===== src/rtl/mem_arbiter_2p.sv =====
// Two-requester round-robin arbiter and command sequencer for the banked 4K x 4 memory block.
// Reads hold mem_addr through the BRAM output cycle so the block's bank mux stays valid.
//
// state   | meaning
// --------+------------------------------------------------------------
// ARB     | grants allowed; a granted write stays here, a granted read leaves
// RD_WAIT | BRAM is sampling the read address; no grant for exactly one cycle
module mem_arbiter_2p #(
   parameter int ADDR_WIDTH = 12,
   parameter int DATA_WIDTH = 4
) (
   input  logic                  clk,
   input  logic                  reset_n,
   input  logic                  req0,
   input  logic                  req1,
   input  logic                  we0,
   input  logic                  we1,
   input  logic [ADDR_WIDTH-1:0] addr0,
   input  logic [ADDR_WIDTH-1:0] addr1,
   input  logic [DATA_WIDTH-1:0] din0,
   input  logic [DATA_WIDTH-1:0] din1,
   output logic                  gnt0,
   output logic                  gnt1,
   output logic                  rvalid0,
   output logic                  rvalid1,
   output logic [DATA_WIDTH-1:0] rdata,
   output logic                  mem_we,
   output logic [ADDR_WIDTH-1:0] mem_addr,
   output logic [DATA_WIDTH-1:0] mem_din,
   input  logic [DATA_WIDTH-1:0] mem_dout
);

   typedef enum logic {
      ARB     = 1'b0,
      RD_WAIT = 1'b1
   } state_t;

   state_t                  state_q, state_d;
   logic                    last_q, last_d;
   logic                    grant;
   logic                    sel_we;
   logic [ADDR_WIDTH-1:0]   sel_addr;
   logic [DATA_WIDTH-1:0]   sel_din;

   logic                    mem_we_q, mem_we_d;
   logic [ADDR_WIDTH-1:0]   mem_addr_q, mem_addr_d;
   logic [DATA_WIDTH-1:0]   mem_din_q, mem_din_d;

   // Read return pipeline: stage 1 = address presented, stage 2 = mem_dout valid.
   logic                    rd_p1_q, rd_p1_d;
   logic                    own_p1_q, own_p1_d;
   logic                    rd_p2_q;
   logic                    own_p2_q;
   logic                    rvalid0_q, rvalid1_q;
   logic [DATA_WIDTH-1:0]   rdata_q, rdata_d;

   always_ff @(posedge clk or negedge reset_n) begin
      if (!reset_n) begin
         state_q <= ARB;
      end else begin
         state_q <= state_d;
      end
   end

   always_comb begin
      state_d = state_q;
      case (state_q)
         ARB:     if (grant && !sel_we) state_d = RD_WAIT;
         RD_WAIT: state_d = ARB;
         default: state_d = ARB;
      endcase
   end

   // Grants are gated by reset_n so nothing is offered while the block is held in reset.
   always_comb begin
      gnt0 = 1'b0;
      gnt1 = 1'b0;
      if (reset_n && (state_q == ARB)) begin
         if (req0 && (!req1 || last_q)) begin
            gnt0 = 1'b1;
         end else if (req1) begin
            gnt1 = 1'b1;
         end
      end
   end

   assign grant    = gnt0 | gnt1;
   assign sel_we   = gnt1 ? we1   : we0;
   assign sel_addr = gnt1 ? addr1 : addr0;
   assign sel_din  = gnt1 ? din1  : din0;

   always_comb begin
      last_d     = last_q;
      mem_we_d   = 1'b0;
      mem_addr_d = mem_addr_q;
      mem_din_d  = mem_din_q;
      rd_p1_d    = 1'b0;
      own_p1_d   = own_p1_q;
      if (grant) begin
         last_d     = gnt1;
         mem_we_d   = sel_we;
         mem_addr_d = sel_addr;
         mem_din_d  = sel_din;
         rd_p1_d    = !sel_we;
         own_p1_d   = gnt1;
      end
   end

   assign rdata_d = rd_p2_q ? mem_dout : rdata_q;

   always_ff @(posedge clk or negedge reset_n) begin
      if (!reset_n) begin
         last_q     <= 1'b1;
         mem_we_q   <= 1'b0;
         mem_addr_q <= '0;
         mem_din_q  <= '0;
         rd_p1_q    <= 1'b0;
         own_p1_q   <= 1'b0;
         rd_p2_q    <= 1'b0;
         own_p2_q   <= 1'b0;
         rvalid0_q  <= 1'b0;
         rvalid1_q  <= 1'b0;
         rdata_q    <= '0;
      end else begin
         last_q     <= last_d;
         mem_we_q   <= mem_we_d;
         mem_addr_q <= mem_addr_d;
         mem_din_q  <= mem_din_d;
         rd_p1_q    <= rd_p1_d;
         own_p1_q   <= own_p1_d;
         rd_p2_q    <= rd_p1_q;
         own_p2_q   <= own_p1_q;
         rvalid0_q  <= rd_p2_q & ~own_p2_q;
         rvalid1_q  <= rd_p2_q &  own_p2_q;
         rdata_q    <= rdata_d;
      end
   end

   assign mem_we   = mem_we_q;
   assign mem_addr = mem_addr_q;
   assign mem_din  = mem_din_q;
   assign rvalid0  = rvalid0_q;
   assign rvalid1  = rvalid1_q;
   assign rdata    = rdata_q;

endmodule


===== config.mk =====
export PLATFORM = sky130hd
export DESIGN_NAME = mem_arbiter_2p
export DESIGN_NICKNAME = d
export VERILOG_FILES = /design/src/rtl/mem_arbiter_2p.sv
export SDC_FILE = /design/constraint.sdc
export NUM_CORES = 1
export LEC_CHECK = 0
export ABC_CLOCK_PERIOD_IN_PS = 1800
export CORE_MARGIN = 1.5
export CORE_UTILIZATION = 41
export CTS_BUF_LIST = sky130_fd_sc_hd__clkbuf_4 sky130_fd_sc_hd__clkbuf_8 sky130_fd_sc_hd__clkbuf_16
export DETAILED_ROUTE_END_ITERATION = 8
export PLACE_DENSITY = 0.8
export SETUP_SLACK_MARGIN = 0.15
export SLEW_MARGIN = 5
export SYNTH_ARGS = -nofsm -noshare
export SYNTH_HDL_FRONTEND = slang
export SYNTH_SLANG_ARGS = --single-unit

===== constraint.sdc =====
create_clock -name clk -period 1.8 [get_ports clk]
set_input_delay 0.27 -clock clk [delete_from_list [all_inputs] [get_ports clk]]
set_output_delay 0.27 -clock clk [all_outputs]
set_load 0.03 [all_outputs]

Word level (Yosys, flattened, before mapping)
Cells that the tools add are included.

operators by class
  bitwise operators = 5
  reductions and logical operators = 6
  $lt $le $gt $ge = 0
  $mul = 0
  multiplexer cells = 12
  shift operators = 0
  divide/modulo/power cells = 0
  add/sub/neg operators = 0
  equal/unequal tests = 0

operators with widths
  cell                 count
  $mux W12             1
  $mux W1              9
  $mux W4              1
  $logic_and A1 B1 Y1  3
  $and A1 B1 Y1        2
  $logic_not A1 Y1     2
  $not A1 Y1           2
  $pmux W1 S2          1
  $logic_or A1 B1 Y1   1
  $or A1 B1 Y1         1

storage, ports and cells
  bits in registers = 29
  bits in latches = 0
  output and inout bits = 25
  input port bits = 42
  bits in writable memories = 0
  ROM bits = 0
  memories = 0
  word-level logic and storage cells = 35

Depth between registers and ports, before layout
  word-level depth = 10
  gate-level depth with buffers = 5
  gate-level depth less buffers = 3

Worst setup path after synthesis
Ideal clock, no wire load.

  kind = register -> output
  from = register state_q
  to = output gnt0
  data required time = 1.530 ns
  setup slack = 0.024 ns
  arrival time = 1.506 ns
  stages on the path, launching flop included = 5
  path buffers = 2
  cell sequence = dfrtp_1 nand2b_1 buf_2 clkbuf_1 nor3_1

on the way
  cells in the longest elaborated chain, start to end = 3

RTL lines
  what                    RTL line  text
  start, declared         38        state_t state_q, state_d;
  start signal, assigned  61        state_q <= state_d;
  $not A1 Y1              n/a
  $logic_and A1 B1 Y1     78        if (reset_n && (state_q == ARB)) begin
  $mux W1                 78
  end, declared           22        output logic gnt0,

No other way between the ends.

Worst setup path after layout
  from = register mem_din_q[0] (netlist: mem_din[0])
  to = output mem_din[0]

RTL lines
  what                    RTL line  text
  start, declared         47        logic [DATA_WIDTH-1:0] mem_din_q, mem_din_d;
  start signal, assigned  128       mem_din_q <= mem_din_d;
  end, declared           29        output logic [DATA_WIDTH-1:0] mem_din,

No word-level cell between the ends.

==> flow_summary.ini <==
[route]
first_pass_iters = 4
wirelength_mm = 3.91
route.vias.total = 1284
route.detailed.drc = 0
route.antenna.remaining_nets = 0
wl_per_cell_um = 15.8
vias_per_cell = 5.18
first_iter_violations = 44

[sta]
post-route-period-util = 0.896
clock.fmax_mhz = 620
slew_headroom = 0.767
report.final.slew_viol_count = 0
hold_viol_final = 0
setup_viol = 0
finClkSkew_ps = 2.41
finalWorstPathRequiredPeriod_ps = 1610
rsz0062_at_grt = false
final.setup.worst_slack_ps = 187
tns_ps = 0
tightest_slew_ps = 349
holdWs_ps = 107

[setup_path]
crit_type = flop to primary output
critPathMaxFanout = 2
startpoint_type = flop
crit_chain = clkdlybuf4s50_1
crit_buf_inv = 1
cp_top_family = buffers and inverters
crit_path_max_incr_delay_ps = 670
end_kind = primary output
crit_arrival_ps = 1340
required_ps = 1530
cp_slowest_cell = clkdlybuf4s50_1

[yosys]
async_reset_ff_frac = 1.00
yosys_warnings = 0
synth_seq_area_share = 0.504
synth_cells = 126
syn_avg_cell_area_um2 = 11.4
synth_area_leader_cell = dfrtp_1
synth.distinct_cells = 27
ys_ff_latch = 29
synth_area_leaders = dfrtp_1 (49%), o311ai_2 (18%), nand3_1 (5.6%), o21ai_0 (5.2%), inv_1 (4.4%)
syn-num-nets = 168
synth-edff-count = 0
synth_top_area_frac = 0.486
synth_area_um2 = 1440
ys.flop_type = dfrtp_1

[flow_run]
maxCapViolCount = 0

[placed_design]
gp_congestion = 0.724
io_buffer_count = 66
dp_hpwl_mm = 3.01
dp_slack_ps = -23.8

[clock_tree]
cts_tree = yes
cts_hold_buf = 0
htree_levels = 2
cts_made_buffers = 5
clock-root-buffer = clkbuf_4
worstSkewPairLatency_ps = 310
clkTransAtPathRegs_ps = 80
cts_sinks = 29
clockBufferDepth = 2

[layout]
final_net_count = 244
final_util = 0.683
layout_commonest_cell = clkdlybuf4s50_1
area_growth_pct = 59.4
antenna_cells = 0
drive_gt1_frac = 0.223
largest_reg_flops = 12
final_cell_mix = clkdlybuf4s50_1 (50), dfrtp_1 (28), inv_1 (17), nand3_1 (16), o311ai_2 (16)

[global_routing]
grt_first_pass_wirelength_mm = 6.28
grt_max_degree = 21
overflow = 0
grt_usage = 0.208
antenna_found_initial = 0
grt_pass1_vias = 1342

[die]
die-area_um2 = 3880
ios = 67
fp.dieH_um = 62.3
core_area_um2 = 3360
num_rows = 21
chipWidth_um = 62.3
start_util = 0.429

[power]
p_per_area_nw_per_um2 = 905
ir_worst_vdd_uv = 413
power_leakage_nw = 1.10

[outcome]
status = complete, no violations

[min_path]
hold_path_class = input pin to asynchronous set/reset pin
==> final timing paths <==
kind	cells past startpoint	slack, ps	startpoint	endpoint
min in group clk	0	380	rd_p1_q	rd_p2_q
max reg2reg	4	370	state_q	mem_addr[2]
max	1	190	mem_din[0]	mem_din[0]
max in group asynchronous	2	1460	reset_n	mem_din[3]
min	2	110	reset_n	own_p1_q
min reg2reg	0	380	rd_p1_q	rd_p2_q
==> power breakdown <==
| group | internal [W] | switching (W) | leakage, nW |
|---|---|---|---|
| logic | 0.000388 | 0.000445 | 0.708 |
| clock network | 0.000199 | 0.000203 | 0.0348 |
| registers | 0.000775 | 0.0000699 | 0.353 |
| total | 0.00136 | 0.000718 | 1.10 |
==> metrics by stage <==
stage               cells  area [um^2]  total power (W)
detailed placement    240         2200          0.00170
CTS                   247         2260          0.00210
global placement      240         2200          0.00167
finish                248         2300          0.00208
global route          248         2300          0.00217
floorplan             126         1450          0.00131
==> layer usage <==
| layer | track usage | vias to the layer above | wire length (um) |
|---|---|---|---|
| li1 | - | 601 | - |
| met1 | 0.223 | 631 | 1500 |
| met2 | 0.385 | 43 | 2110 |
| met3 | 0.0525 | 9 | 216 |
| met4 | 0.0917 | 0 | 87 |
| met5 | 0 | - | 0 |
==> cells by family (layout without fill, tap and decap cells) <==
family | Yosys count | count (layout) | share of synthesized area
AO/OA/AOI/OAI | 38 | 38 | 0.272
flip-flops | 29 | 29 | 0.504
AND/OR/NAND/NOR | 29 | 29 | 0.110
multiplexers | 4 | 4 | 0.0312
buffers and inverters | 26 | 102 | 0.0825
==> layout make-up <==
class | instances | area [um^2]
clock buffer | 7 | 58.8
fill | 277 | 1070
inverter | 17 | 63.8
multi-input combinational | 71 | 601
sequential | 29 | 727
tap | 46 | 57.6
timing repair buffer | 78 | 790
==> Yosys cell counts (2+ instances only) <==
cell type / n
inv_1: 17
o21ai_1: 3
buf_2: 2
buf_6: 2
nor3_1: 3
nor2b_1: 2
nand3_1: 16
o311ai_2: 16
o21ai_0: 15
clkbuf_1: 3
dfrtp_1: 28
mux2_2: 4
==> what timing repair did <==
action,CTS,global route
endpoints found under the setup margin,2,14
resized for setup,1,13
setup buffers,0,1
(Power assumes the default switching activity.)
==> RTL edit 1, RTL diff (same settings) <==
Set the parameter `ADDR_WIDTH` to 11 (it was 12).
--- a/src/rtl/mem_arbiter_2p.sv
+++ b/src/rtl/mem_arbiter_2p.sv
@@ -7,5 +7,5 @@
 // RD_WAIT | BRAM is sampling the read address; no grant for exactly one cycle
 module mem_arbiter_2p #(
-   parameter int ADDR_WIDTH = 12,
+   parameter int ADDR_WIDTH = 11,
    parameter int DATA_WIDTH = 4
 ) (
Ports: changed (resized addr0, addr1 and mem_addr); port bits go from 67 to 64. The function was not compared with the original's and may differ.
==> RTL edit 1 against the original RTL <==
Wire length down 12%; area after synthesis decreased by 8.5%; total power is 6.9% lower; sequential power fell by 3.7%; clock skew up 3.3 ps; non-clock buffer count unchanged; sequential cell count is 1 lower; via count decreased by 3.0%; final area decreased by 7.8%; combinational power shrank 14%; hold slack better by 29 ps; highest routed layer unchanged; worst setup slack worse by 30 ps; core utilization up 1.0 points; first-iteration DRC count down 27%.
==> RTL edit 1: results (changes against the original RTL) <==
| Metric | Value |
|---|---|
| P_leak | 0.00101 µW (-7.6%) |
| Vias in the first global route | 1272 (-5.2%) |
| Gate Count Post-Synth | 120 (-4.8%) |
| Initial DRC Count | 32 (-27%) |
| Reg2reg setup slack | 280 ps (-90 ps) |
| Clk_skew | 5.70 ps (+3.29 ps) |
| Max IR drop VDD | 0.000431 V (+4.2%) |
| Worst-margin pin slew | 327 ps (-21.7 ps) |
| Num CTS Buffers | 3 (-2) |
| Worst R2R Path Depth | 5 (+1) |
| Outcome | finished clean |
| Synth Area in Compound Gates | 0.224 (-0.0478) |
| Vias/cell | 5.23 (+1.0%) |
| Mapped Nets | 160 (-4.8%) |
| Max FFs per register | 11 (-1) |
| Commonest cells in the netlist | 27 x dfrtp_1, 16 x inv_1, 16 x o21ai_0 |
| Post-synth cell types | 28 (+3.7%) |
| Vias | 1245 (-3.0%) |
| Post-CTS Setup Repair Bufs | 1 (+1) |
| First-pass GRT wire length | 5.49 mm (-13%) |
| Drt wl/cell | 14.5 µm (-7.9%) |
| Dpl hpwl | 2.64 mm (-12%) |
| Placed insts | 231 (-3.8%) |
| H-Tree Level Count | 1 (-1) |
| R2R Path Start | last_q$_DFFE_PN1P_ |
| R2R Path End | mem_din[2]$_DFFE_PN0P_ |
| Sequential area share after synthesis | 0.532 (+0.0279) |
| Max Fanout on Critical Path | 4 (+2) |
| RD Place Congestion | 0.802 (+11%) |
| Fillers | 266 (-4.0%) |
| Post-synthesis mux area share | 0.0342 (+0.00291) |
| Share of layout cells above drive strength 1 | 0.186 (-0.0372) |
-- RTL edit 1: cell families after synthesis --
| kind of cell | after synthesis |
|---|---|
| AOI/OAI and AO/OA | 36 |
| buffers and inverters | 24 |
| muxes | 4 |
| and+or+nand+nor | 28 |
| DFF | 28 |
-- RTL edit 1: layout make-up --
class,count,area share
inverter,16,0.0284
timing repair buffer,78,0.346
multi-input combinational,68,0.243
sequential,28,0.332
clock buffer,3,0.0106
clock inverter,1,0.0142
tap,44,0.0260
-- RTL edit 1: worst max path at each step --
stage | from | endpoint | slack (ps)
after floorplan | state_q$_DFF_PN0_ | gnt0 | 390
after global placement | reset_n | mem_din[2]$_DFFE_PN0P_ | 60
after detailed placement | reset_n | mem_din[2]$_DFFE_PN0P_ | -30
after CTS | req1 | gnt1 | 150
after global routing | state_q$_DFF_PN0_ | gnt1 | 130
final | req1 | gnt1 | 160
-- RTL edit 1: metrics by stage --
step	hold WS (ps)	total power, µW	setup TNS, ps	worst slack, ps	instance area (µm²)
2_1_floorplan	-25.6	1220	0	388	1320
3_3_place_gp	333	1570	0	60.3	2040
3_5_place_dp	342	1590	-96.9	-33.3	2040
4_1_cts	131	1950	0	150	2090
5_1_grt	134	2020	0	135	2120
6_report	135	1940	0	157	2120
-- RTL edit 1: metal layers --
layer / GRT usage / part of all wire / vias to the layer above
li1: - / - / 577
met1: 0.251 / 0.41 / 627
met2: 0.363 / 0.54 / 39
met3: 0.0281 / 0.046 / 2
met4: 0.0667 / 0.0049 / 0
met5: 0 / 0 / -
-- RTL edit 1: where the power goes --
group | internal (µW) | total [µW] | switching (µW)
registers | 747 | 813 | 66.0
logic | 309 | 713 | 404
clock network | 225 | 411 | 186
-- RTL edit 1: critical path, stage by stage --
cell and delay [ps]:
clkdlybuf4s50_1 570, nand3b_1 180, a21oi_4 200, buf_6 150
==> RTL edit 2, RTL diff (same settings) <==
Without the edit above. Make the reset (`reset_n`) synchronous in 2 clocked blocks.
--- a/src/rtl/mem_arbiter_2p.sv
+++ b/src/rtl/mem_arbiter_2p.sv
@@ -55,5 +55,5 @@
    logic [DATA_WIDTH-1:0]   rdata_q, rdata_d;
 
-   always_ff @(posedge clk or negedge reset_n) begin
+   always_ff @(posedge clk) begin
       if (!reset_n) begin
          state_q <= ARB;
@@ -109,5 +109,5 @@
    assign rdata_d = rd_p2_q ? mem_dout : rdata_q;
 
-   always_ff @(posedge clk or negedge reset_n) begin
+   always_ff @(posedge clk) begin
       if (!reset_n) begin
          last_q     <= 1'b1;
Check against the original RTL: differs if reset_n is asserted again (counterexample within 4 cycles, from zero or initial values and one cycle with reset_n low); with reset_n held inactive, the same outputs for 10 cycles.
==> RTL edit 2 against the original RTL <==
Register-to-register slack improved by 60 ps; clock power barely moved; largest cell class unchanged; wire length fell by 10%; combinational power fell by 43%; final area fell by 3.8%; total power is 24% lower; sequential share of layout area down 5.3 points; worst setup slack better by 13 ps; area after synthesis shrank 4.7%; sequential cell count did not move.
==> RTL edit 2: results (changes against the original RTL) <==
| Metric | Value |
|---|---|
| Detailed Routing Iterations Pass 1 | 4 (unchanged) |
| Initial antenna violation count | 0 (unchanged) |
| R2R Path End | mem_addr[4]$_SDFFE_PN0P_ |
| Drt wl/cell | 14.0 µm (-12%) |
| Fin cells | 252 (+1.6%) |
| Num CTS Buffers | 5 (unchanged) |
| First-pass GRT wire length | 5.17 mm (-18%) |
| Critical-path top delay cell | clkdlybuf4s50_1 |
| Nets | 250 (+2.5%) |
| Reg2reg setup slack | 430 ps (+60 ps) |
| Sw power | 447 µW (-38%) |
| Sequential area share after synthesis | 0.423 (-0.0818) |
| Warnings from Yosys | 0 (unchanged) |
| R2R Path Start | state_q$_SDFF_PN0_ |
| Gr usage total | 0.194 (-0.0135) |
| Max IR drop VDD | 0.000426 V (+3.0%) |
| Commonest cells in the netlist | 29 x dfxtp_1, 18 x and3_1, 17 x a21boi_1 |
| Clock slew at reported path FFs | 80 ps (about the same) |
| Worst R2R Path Depth | 4 (unchanged) |
| Gate Count Post-Synth | 140 (+11%) |
| I/O Buffers | 66 (unchanged) |
| RD Place Congestion | 0.765 (+5.7%) |
| Dpl hpwl | 2.57 mm (-15%) |
| Top cells by area, synth | dfxtp_1 42%, o311a_1 12%, a21boi_1 9.3% |
| Max FFs per register | 12 (unchanged) |
| Crit path max-delay family | buffers and inverters |
| Synth Area in Adders | 0 (unchanged) |
| Share of layout cells above drive strength 1 | 0.111 (-0.112) |
| Initial DRC Count | 29 (-34%) |
| Clock Path Buffers | 2 (unchanged) |
| Root Driver | clkbuf_4 |
| Clk_skew | 9.00 ps (+6.60 ps) |
| Worst-margin pin slew | 321 ps (-27.3 ps) |
| Diode count | 0 (unchanged) |
| DP Area | 0.00210 mm² (-4.6%) |
| P_leak | 0.00106 µW (-2.9%) |
| Post-synth cell types | 24 (-11%) |
| Min Tclk post-route | 1600 ps (-13.0 ps) |
| Mapped Nets | 182 (+8.3%) |
| Vias | 1340 (+4.4%) |
| FFs w/ async S/R, synth | 0 (-1.00) |
| Outcome | finished clean |
| Largest net degree at the start of global routing | 35 (+67%) |
| Placed insts | 244 (+1.7%) |
| Data arrival time of the worst path | approximately 1300 ps |
| Crit path launch | mem_addr[6]$_SDFFE_PN0P_ |
| Post-synthesis mux area share | 0.0291 (-0.00211) |
| Hold WC Path Type | reg -> reg |
| Dpl ws | -32.9 ps (-9.11 ps) |
| H-Tree Level Count | 2 (unchanged) |
| Main synth FF type | dfxtp_1 |
| Setup crit end | mem_addr[6] |
| Synth Area in Compound Gates | 0.318 (+0.0461) |
-- RTL edit 2: through the flow --
step / utilization / hold slack (ps)
after detailed placement: 0.671 / 396
after floorplan: - / 384
final: 0.706 / 406
after global routing: 0.706 / 430
after CTS: 0.699 / 408
after global placement: 0.671 / 395
-- RTL edit 2: layout make-up --
type	instances	area, µm²
Clock buffer	7	58.8
Fill cell	262	918
Inverter	2	7.51
Multi-Input combinational cell	93	708
Sequential cell	29	582
Tap cell	44	55.1
Timing Repair Buffer	77	798
-- RTL edit 2: routing by layer --
metal / wire length, µm / GRT usage / vias to the layer above
met4: 55 / 0.0870 / 0
met3: 254 / 0.0640 / 7
met5: 0 / 0 / -
met2: 1820 / 0.366 / 55
li1: - / - / 653
met1: 1390 / 0.192 / 625
-- RTL edit 2: what timing repair did --
| action | CTS | global route |
|---|---|---|
| gates resized for setup | 6 | 9 |
| setup buffers | 1 | 0 |
| endpoints found under the setup margin | 2 | 9 |
| gates cloned | 0 | 0 |
| pin swaps | 1 | 1 |
-- RTL edit 2: cells by family after synthesis --
group                  after synthesis
AOI/OAI and AO/OA                   53
and+or+nand+nor                     36
DFF                                 29
buffers and inverters               18
muxes                                4
-- RTL edit 2: how the worst min path moves through the flow --
| stage | from | depth (start not counted) | slack (ps) | end |
|---|---|---|---|---|
| floorplan | own_p2_q$_SDFF_PN0_ | 1 | 380 | rvalid0$_SDFF_PN0_ |
| global placement | own_p2_q$_SDFF_PN0_ | 1 | 390 | rvalid0$_SDFF_PN0_ |
| detailed placement | own_p2_q$_SDFF_PN0_ | 1 | 400 | rvalid0$_SDFF_PN0_ |
| CTS | own_p2_q$_SDFF_PN0_ | 1 | 410 | rvalid0$_SDFF_PN0_ |
| global route | own_p2_q$_SDFF_PN0_ | 1 | 430 | rvalid0$_SDFF_PN0_ |
| finish | own_p2_q$_SDFF_PN0_ | 1 | 410 | rvalid0$_SDFF_PN0_ |
-- RTL edit 2: power groups by stage --
stage                     Clock [µW]  Sequential (µW)  Combinational [µW]
after floorplan                    0              796                 184
after detailed placement           0              728                 466
after CTS                        416              714                 479
after global routing             439              718                 507
final                            403              712                 475
after global placement             0              728                 456
